===== src/rtl/ascon_seq.sv =====
// ASCON AEAD job sequencer: streams AD/PT words from memory into the core FIFOs and drains CT back.
// Define ASCON_SEQ_TIMEOUT_EN to add the no-progress watchdog on err_o; without it err_o is tied to 0.
module ascon_seq #(
  parameter int unsigned DataAddrWidth = 7,
  parameter int unsigned MemAddrWidth  = 8
`ifdef ASCON_SEQ_TIMEOUT_EN
  , parameter int unsigned TimeoutWidth = 16
`endif
) (
  input  logic                     clk,
  input  logic                     rst_n,
  input  logic                     cmd_valid_i,
  output logic                     cmd_ready_o,
  input  logic [MemAddrWidth-1:0]  ad_base_i,
  input  logic [MemAddrWidth-1:0]  pt_base_i,
  input  logic [MemAddrWidth-1:0]  ct_base_i,
  input  logic [DataAddrWidth-1:0] ad_size_i,
  input  logic [DataAddrWidth-1:0] pt_size_i,
  output logic                     mem_req_o,
  output logic                     mem_we_o,
  output logic [MemAddrWidth-1:0]  mem_addr_o,
  output logic [63:0]              mem_wdata_o,
  input  logic [63:0]              mem_rdata_i,
  output logic                     start_o,
  input  logic                     ready_i,
  input  logic                     tag_valid_i,
  output logic                     ad_push_o,
  output logic [63:0]              ad_o,
  input  logic                     ad_full_i,
  output logic                     pt_push_o,
  output logic [63:0]              pt_o,
  input  logic                     pt_full_i,
  output logic                     ct_pop_o,
  input  logic [63:0]              ct_i,
  input  logic                     ct_empty_i,
  output logic                     busy_o,
  output logic                     done_o,
  output logic                     err_o
);

  // One extra bit so a full-range word count never wraps.
  localparam int unsigned CntW = DataAddrWidth + 1;

  typedef enum logic [1:0] {StIdle, StStart, StRun, StDone} state_e;

  state_e                  state_q, state_d;
  logic [MemAddrWidth-1:0] adBase_q, adBase_d, ptBase_q, ptBase_d, ctBase_q, ctBase_d;
  logic [CntW-1:0]         adSize_q, adSize_d, ptSize_q, ptSize_d;
  logic [CntW-1:0]         adCnt_q, adCnt_d, ptCnt_q, ptCnt_d, ctCnt_q, ctCnt_d;
  logic                    rdPend_q, rdPend_d, rdPt_q, rdPt_d, tagSeen_q, tagSeen_d;

  logic ctWant, adWant, ptWant, jobDone;

  assign ctWant  = !ct_empty_i && (ctCnt_q < ptSize_q);
  assign adWant  = !rdPend_q && (adCnt_q < adSize_q) && !ad_full_i;
  assign ptWant  = !rdPend_q && (adCnt_q == adSize_q) && (ptCnt_q < ptSize_q) && !pt_full_i;
  // The tag may arrive on the very cycle everything else settles, so it counts immediately.
  assign jobDone = (adCnt_q == adSize_q) && (ptCnt_q == ptSize_q) && (ctCnt_q == ptSize_q)
                   && !rdPend_q && (tagSeen_q || tag_valid_i);

`ifdef ASCON_SEQ_TIMEOUT_EN
  logic [TimeoutWidth-1:0] toCnt_q, toCnt_d;
  logic                    activity;
`endif

  always_comb begin
    state_d     = state_q;
    adBase_d    = adBase_q;
    ptBase_d    = ptBase_q;
    ctBase_d    = ctBase_q;
    adSize_d    = adSize_q;
    ptSize_d    = ptSize_q;
    adCnt_d     = adCnt_q;
    ptCnt_d     = ptCnt_q;
    ctCnt_d     = ctCnt_q;
    rdPend_d    = rdPend_q;
    rdPt_d      = rdPt_q;
    tagSeen_d   = tagSeen_q;
    cmd_ready_o = 1'b0;
    busy_o      = (state_q != StIdle);
    mem_req_o   = 1'b0;
    mem_we_o    = 1'b0;
    mem_addr_o  = '0;
    mem_wdata_o = '0;
    start_o     = 1'b0;
    ad_push_o   = 1'b0;
    ad_o        = '0;
    pt_push_o   = 1'b0;
    pt_o        = '0;
    ct_pop_o    = 1'b0;
    done_o      = 1'b0;

    case (state_q)
      StIdle: begin
        cmd_ready_o = 1'b1;
        if (cmd_valid_i) begin
          adBase_d  = ad_base_i;
          ptBase_d  = pt_base_i;
          ctBase_d  = ct_base_i;
          adSize_d  = CntW'(ad_size_i);
          ptSize_d  = CntW'(pt_size_i);
          adCnt_d   = '0;
          ptCnt_d   = '0;
          ctCnt_d   = '0;
          rdPend_d  = 1'b0;
          tagSeen_d = 1'b0;
          state_d   = StStart;
        end
      end
      StStart: begin
        if (ready_i) begin
          start_o = 1'b1;
          state_d = StRun;
        end
      end
      StRun: begin
        if (tag_valid_i) tagSeen_d = 1'b1;
        if (rdPend_q) begin
          rdPend_d = 1'b0;
          if (rdPt_q) begin
            pt_push_o = 1'b1;
            pt_o      = mem_rdata_i;
            ptCnt_d   = ptCnt_q + CntW'(1);
          end else begin
            ad_push_o = 1'b1;
            ad_o      = mem_rdata_i;
            adCnt_d   = adCnt_q + CntW'(1);
          end
        end
        // CT drain outranks fetches so a full CT FIFO can never stall the core.
        if (ctWant) begin
          mem_req_o   = 1'b1;
          mem_we_o    = 1'b1;
          mem_addr_o  = ctBase_q + MemAddrWidth'(ctCnt_q);
          mem_wdata_o = ct_i;
          ct_pop_o    = 1'b1;
          ctCnt_d     = ctCnt_q + CntW'(1);
        end else if (adWant) begin
          mem_req_o  = 1'b1;
          mem_addr_o = adBase_q + MemAddrWidth'(adCnt_q);
          rdPend_d   = 1'b1;
          rdPt_d     = 1'b0;
        end else if (ptWant) begin
          mem_req_o  = 1'b1;
          mem_addr_o = ptBase_q + MemAddrWidth'(ptCnt_q);
          rdPend_d   = 1'b1;
          rdPt_d     = 1'b1;
        end
        if (jobDone) state_d = StDone;
      end
      StDone: begin
        done_o    = 1'b1;
        tagSeen_d = 1'b0;
        state_d   = StIdle;
      end
      default: state_d = StIdle;
    endcase

`ifdef ASCON_SEQ_TIMEOUT_EN
    err_o    = 1'b0;
    toCnt_d  = '0;
    activity = ad_push_o || pt_push_o || ct_pop_o || start_o || tag_valid_i;
    if ((state_q == StStart) || (state_q == StRun)) begin
      if (activity) begin
        toCnt_d = '0;
      end else if (&toCnt_q) begin
        err_o     = 1'b1;
        rdPend_d  = 1'b0;
        tagSeen_d = 1'b0;
        state_d   = StIdle;
      end else begin
        toCnt_d = toCnt_q + TimeoutWidth'(1);
      end
    end
`endif
  end

`ifndef ASCON_SEQ_TIMEOUT_EN
  assign err_o = 1'b0;
`endif

  always_ff @(posedge clk or negedge rst_n) begin
    if (!rst_n) begin
      state_q   <= StIdle;
      adBase_q  <= '0;
      ptBase_q  <= '0;
      ctBase_q  <= '0;
      adSize_q  <= '0;
      ptSize_q  <= '0;
      adCnt_q   <= '0;
      ptCnt_q   <= '0;
      ctCnt_q   <= '0;
      rdPend_q  <= 1'b0;
      rdPt_q    <= 1'b0;
      tagSeen_q <= 1'b0;
    end else begin
      state_q   <= state_d;
      adBase_q  <= adBase_d;
      ptBase_q  <= ptBase_d;
      ctBase_q  <= ctBase_d;
      adSize_q  <= adSize_d;
      ptSize_q  <= ptSize_d;
      adCnt_q   <= adCnt_d;
      ptCnt_q   <= ptCnt_d;
      ctCnt_q   <= ctCnt_d;
      rdPend_q  <= rdPend_d;
      rdPt_q    <= rdPt_d;
      tagSeen_q <= tagSeen_d;
    end
  end

`ifdef ASCON_SEQ_TIMEOUT_EN
  always_ff @(posedge clk or negedge rst_n) begin
    if (!rst_n) toCnt_q <= '0;
    else        toCnt_q <= toCnt_d;
  end
`endif

endmodule


===== config.mk =====
export PLATFORM = sky130hd
export DESIGN_NAME = ascon_seq
export DESIGN_NICKNAME = d
export VERILOG_FILES = /design/src/rtl/ascon_seq.sv
export SDC_FILE = /design/constraint.sdc
export NUM_CORES = 1
export LEC_CHECK = 0
export ABC_AREA = 1
export CAP_MARGIN = 25
export CORE_AREA = 2 2 150 152
export CTS_CLUSTER_DIAMETER = 40
export DETAILED_ROUTE_END_ITERATION = 6
export DIE_AREA = 0 0 152 154
export PLACE_DENSITY = 0.73
export SYNTH_ARGS = -nofsm -noshare
export SYNTH_HDL_FRONTEND = slang
export SYNTH_SLANG_ARGS = --single-unit

===== constraint.sdc =====
create_clock -name clk -period 1.8 [get_ports clk]
set_input_delay 0.36 -clock clk [delete_from_list [all_inputs] [get_ports clk]]
set_output_delay 0.36 -clock clk [all_outputs]
set_load 0.05 [all_outputs]

; After elaboration in Yosys (flattened, before gate mapping)
; Index checks and enable logic that the tools add are counted.
[classes]
order_cmp = 3
bitwise_logic = 1
add_sub_neg = 6
n_mux = 48
eq_ne = 14
n_reduce_logical = 28
[op_table]
columns = operator, count
row1 = $mux 64, 8
row2 = $mux 8, 10
row3 = $pmux 8 s2, 3
row4 = $add 8x1->8 const B, 3
row5 = $add 8x8->8, 3
row6 = $eq 8x7->1, 3
row7 = $lt 8x7->1, 3
row8 = $mux 1, 21
row9 = $ne 2x2->1 const B, 8
row10 = $reduce_and 3->1, 4
row11 = $logic_and 1x1->1, 10
row12 = $pmux 2 s4, 1
row13 = $reduce_and 4->1, 2
row14 = $mux 2, 3
row15 = $reduce_bool 2->1, 3
row16 = $eq 2x2->1 const B, 2
row17 = $logic_not 1->1, 4
row18 = $reduce_and 2->1, 2
row19 = $pmux 1 s3, 1
row20 = $reduce_bool 3->1, 1
row21 = $eq 2x1->1 const B, 1
row22 = $logic_not 2->1, 1
row23 = $pmux 1 s2, 1
row24 = $logic_or 1x1->1, 1
row25 = $not 1->1, 1
[totals]
elab_cells = 112
in_bits = 174
out_inout_bits = 210
ff_bits = 67

; Longest topological paths before layout
[logic_depth]
depth_word = 8
mapped_depth = 14
ltp_nobuf = 14

; Least setup slack after synthesis
; No wires, ideal clock.
[synth_timing]
path_type = reg-to-output
startpoint = reg ctCnt_q[6]
endpoint = out mem_addr_o[4]
path_stages_with_launch = 9
required_ns = 1.440
arrival_time_ns = 2.847
setup_slack_ns = -1.407
path_cell_list = dfrtp_1 ha_1 nand2_1 nor2_1 a21oi_2 nand2_2 nor2_2 inv_1 o21ai_0
[synth_via]
elab_chain_cells = 4
[synth_lines]
columns = element, line_no
row1 = start: declaration, 49  ; logic [CntW-1:0] adCnt_q, adCnt_d, ptCnt_q, ptCnt_d, ctCnt_q, ctCnt_d;
row2 = start signal: assignment, 205  ; ctCnt_q <= ctCnt_d;
row3 = $lt 8x7->1, 54  ; assign ctWant = !ct_empty_i && (ctCnt_q < ptSize_q);
row4 = $logic_and 1x1->1, 54
row5 = $mux 8, 131  ; if (ctWant) begin
row6 = $mux 8, 93  ; case (state_q)
row7 = end: declaration, 21  ; output logic [MemAddrWidth-1:0] mem_addr_o,
; No other way between the ends.

; Worst setup path after layout
[layout_timing]
startpoint = reg ctCnt_q[0]
endpoint = out mem_addr_o[7]
[layout_via]
elab_chain_cells = 4
elab_cells_between_ends = 5
classes_between = add/sub (1) / order compare (1) / mux (2) / reduce/logical (1)
[layout_lines]
columns = element, line_no
row1 = $lt 8x7->1, 54
row2 = $logic_and 1x1->1, 54
row3 = $mux 8 (*), 131
row4 = $mux 8 (*), 93
; Mark *: on every way between the ends. The rest lies on a longest branch, timed or not.

==> summary.md <==
* complete, but fails checks — run status
* negative setup slack — violated checks
* 67 — flops & latches, synth
* 0.42 ns — delay contributed by the slowest stage of the critical path
* 826 uV — Peak VDD IR
* 637 — DRC violation total after the first TritonRoute iteration
* output pin — CP Capture Type
* 48.9% — Net Sw Frac
* 13.6% — power share of the sequential group
* in2async — path category of the worst min-delay check
* sky130_fd_sc_hd__dfrtp_1 — most area-hungry cell type in the Yosys netlist
* 0 — DRC violations left
* 2.38 ns — crit path DAT
* 54 — number of core rows
* 382 — I/O Buffers
* 187% — area grow syn2layout
* 0.0183 ns — minimum hold slack
* 9 — clock buffer count from CTS
* 5 — first-pass iteration count of the detailed router
* buffers and inverters — kind of cell adding the most delay to the critical path
* sky130_fd_sc_hd__clkbuf_16 — clock tree root buffer cell
* 0.908 — placer's final routability congestion estimate
* 28.5% — overall global routing resource usage
* 21700 um^2 — Core Area
* 1.44 ns — Req. time, crit path
* 0 — max-slew violation total from the final report
* 17500 um^2 — Layout Cell Area excl Fill
* 8.88 mW — switching component of the power
* 998 — Synth Instances
* 1857 — count of non-filler cells in the finished layout
* 0 — MaxCap Viol Count
* 76.7% — combinational group share of total power
* 2 — CTS Buffer Depth
* built — CTS tree
* 0 — count of final hold-check violations
* 0 — residual overflow from global routing
* reg2out — kind of critical path
* 0 — number of synthesized flops with an enable pin
* adCnt_q[3] — start of the worst register-to-register path
* -120.06 ns — final total negative setup slack
* sky130_fd_sc_hd__dfrtp_1 — Post-synth top flop
* 25700 um — post-detailed-placement half-perimeter wirelength
* register — critical path launch point type
* 0.366 GHz — Peak Freq
* 39 — number of library cell types mapped by synthesis
* sky130_fd_sc_hd__dfrtp_1, sky130_fd_sc_hd__nand2_1, sky130_fd_sc_hd__nor2_1, sky130_fd_sc_hd__ha_1, sky130_fd_sc_hd__inv_1 — most area-consuming cells after synthesis
* inv_1 > ha_1 > inv_1 > a21oi_2 > o21ai_2 > nand2_2 > nand2_8 > clkinv_8 > buf_4 > nand3_1 > nand2_1 > a21oi_2 > buf_6 — crit path cell chain
* 5.06 — via density per instance
* 18 — number of cells on the worst reg-to-reg path
* 1794 — # nets final
* 0.646 ns — measured slew at the worst slew-check pin
* state_q[0] — endpoint of the lowest-slack register-to-register path
* 27.5% — fraction of post-synthesis cell area in the top cell type by area
* -0.80 ns — worst setup slack for register-to-register paths
* 154 um — vertical die dimension
* 15000 um^2 — placement-stage cell area
* 52400 um — wire length of the first global-routing pass
* 21.2 um — wire length per cell after detailed routing
* 68 — pin count of the biggest net entering global routing
* 9.6% — clock network fraction of design power
* 152% — crit share post-route
* 0 — number of warnings printed during yosys synthesis
* 152 um — Die X
* 67 — clock sinks
* 0.35 ns — insertion delay to the later sink of the worst-skew pair
* 384 — number of top-level pins
* 5 — worst path buffer plus inverter count
* 13 — total stage count of the critical path
* 6 — CP Max Fanout
* 9399 — detailed-route via count
* 100% — FFs w/ async S/R, synth
* 3 — H-tree Lvls
* 2.74 ns — Min Clock Period, post-route
* 39400 um — Total Wirelength
* 28.2% — initial core utilization
* sky130_fd_sc_hd__nand2_1, sky130_fd_sc_hd__nor2_1, sky130_fd_sc_hd__inv_1 — cell types with the highest counts after synthesis
* 6110 um^2 — post-synthesis instance area
* 7.76 nW — static leakage
* sky130_fd_sc_hd__nand2_1 — most frequently used cell type in the post-synthesis netlist
* 1765 — Placed Cells incl. Taps
* yes — setup repair after global routing missed its margin
* 0.0129 ns — Final Skew
* sky130_fd_sc_hd__dfrtp_2 — CP max stage cell
* -0.624 ns — post-placement worst setup slack
* 23400 um^2 — die area
* 1040 nW/um^2 — pwr/cell area
* 9193 — via count of the first global-routing pass
* 1225 — nets in the synthesized netlist
* 6.12 um^2 — mean instance size in the synthesized netlist
* 54.1% — fraction of final layout cells with drive strength greater than 1
* 5 — number of antenna violations at the first check in global routing
* 27.5% — sequential fraction of the synthesis area
* 0 — Post-DRT Antenna Nets
* 229 — setup-violating endpoint count in the final report
* -0.936 ns — min setup slack post-route
* 0.06 ns — clock-pin slew on the worst setup and hold paths
* 56.9% — worst slew margin relative to its limit
* 9.29 mW — Cell Int Power
state kept, by name, summed over array words and instances, names as in the netlist:
register and count:
adBase_q 8, adCnt_q 8, ctBase_q 8, ctCnt_q 8
ptBase_q 8, ptCnt_q 8, adSize_q 7, ptSize_q 7
state_q 2, rdPend_q 1, rdPt_q 1, tagSeen_q 1
per-layer routing:
metal	GRT usage (%)	part of all wire, %
met1	32.1	35
met2	51.8	52
met3	5.61	6.3
met4	13.5	6.5
met5	0	0
how the worst max path moves through the flow:
stage / slack [ns] / from / endpoint
2_1_floorplan: -0.51 / ctCnt_q[6] / mem_addr_o[4]
3_3_place_gp: -0.52 / pt_full_i / mem_addr_o[6]
3_5_place_dp: -0.62 / pt_full_i / mem_addr_o[6]
4_1_cts: -0.81 / adCnt_q[0] / mem_addr_o[7]
5_1_grt: -1.01 / ptSize_q[3] / mem_addr_o[1]
6_report: -0.94 / ctCnt_q[0] / mem_addr_o[7]
stage by stage:
stage          total power, mW  util [%]
2_1_floorplan             8.34         -
3_3_place_gp              13.1      69.3
3_5_place_dp              13.3      69.3
4_1_cts                   16.1      76.4
5_1_grt                   18.9      80.7
6_report                  18.2      80.8
worst reg2reg max path, cell delays in order (launching register included):
cell and delay, ns:
sky130_fd_sc_hd__dfrtp_1 0.44, sky130_fd_sc_hd__ha_4 0.32, sky130_fd_sc_hd__nand2_4 0.06, sky130_fd_sc_hd__nor2_2 0.10, sky130_fd_sc_hd__nand2_2 0.09, sky130_fd_sc_hd__buf_4 0.15
sky130_fd_sc_hd__buf_6 0.11, sky130_fd_sc_hd__buf_6 0.10, sky130_fd_sc_hd__buf_6 0.11, sky130_fd_sc_hd__buf_6 0.10, sky130_fd_sc_hd__buf_6 0.10, sky130_fd_sc_hd__buf_6 0.10
sky130_fd_sc_hd__buf_6 0.10, sky130_fd_sc_hd__buf_6 0.10, sky130_fd_sc_hd__buf_6 0.11, sky130_fd_sc_hd__o21ai_4 0.18, sky130_fd_sc_hd__nand2_1 0.09, sky130_fd_sc_hd__nand2_1 0.08
sky130_fd_sc_hd__nand2_1 0.05
cells in the final DEF (no fill, tap or decap), drive strengths merged, types with 3 or more instances in the layout:
cell	n
a21oi	33
buf	414
clkbuf	17
clkdlybuf4s50	172
clkinv	3
clkinvlp	6
dfrtp	67
diode	5
fa	3
ha	50
inv	149
nand2	295
nand3	43
nand4	10
nor2	227
nor3	10
o21ai	40
or2	4
xnor2	7
xor2	10
cell families (layout without fill, tap and decap cells):
family | count (synthesis) | after routing | share of synthesized area [%]
and+or+nand+nor | 593 | 593 | 39.7
AOI/OAI and AO/OA | 80 | 80 | 6.86
xor gates and xnor gates | 17 | 17 | 2.44
DFF | 67 | 67 | 27.5
buffers and inverters | 187 | 761 | 12.3
other | 1 | 6 | 0.0614
adders and majority gates | 53 | 53 | 11.2
power groups by stage:
stage | combinational (mW) | clock (mW) | sequential (mW)
2_1_floorplan | 6.00 | 0 | 2.34
3_5_place_dp | 10.9 | 0 | 2.40
4_1_cts | 11.9 | 1.74 | 2.42
3_3_place_gp | 10.7 | 0 | 2.38
5_1_grt | 14.6 | 1.82 | 2.52
6_report | 13.9 | 1.75 | 2.48
area by class of cell:
class	instances	area, um^2
inverter	148	616
clock buffer	11	253
sequential	67	1680
timing repair inverter	5	67.6
timing repair buffer	592	8280
multi-input combinational	744	6220
fill	1216	4170
clock inverter	5	36.3
tap	280	350
antenna	5	12.5
timing repair:
action	in CTS	in global routing
gates cloned	16	9
pin swaps	62	82
buffers inserted	44	29
gates resized for setup	150	193
setup endpoints to repair	228	241
hold buffers	0	0
(Power assumes the default switching activity.)
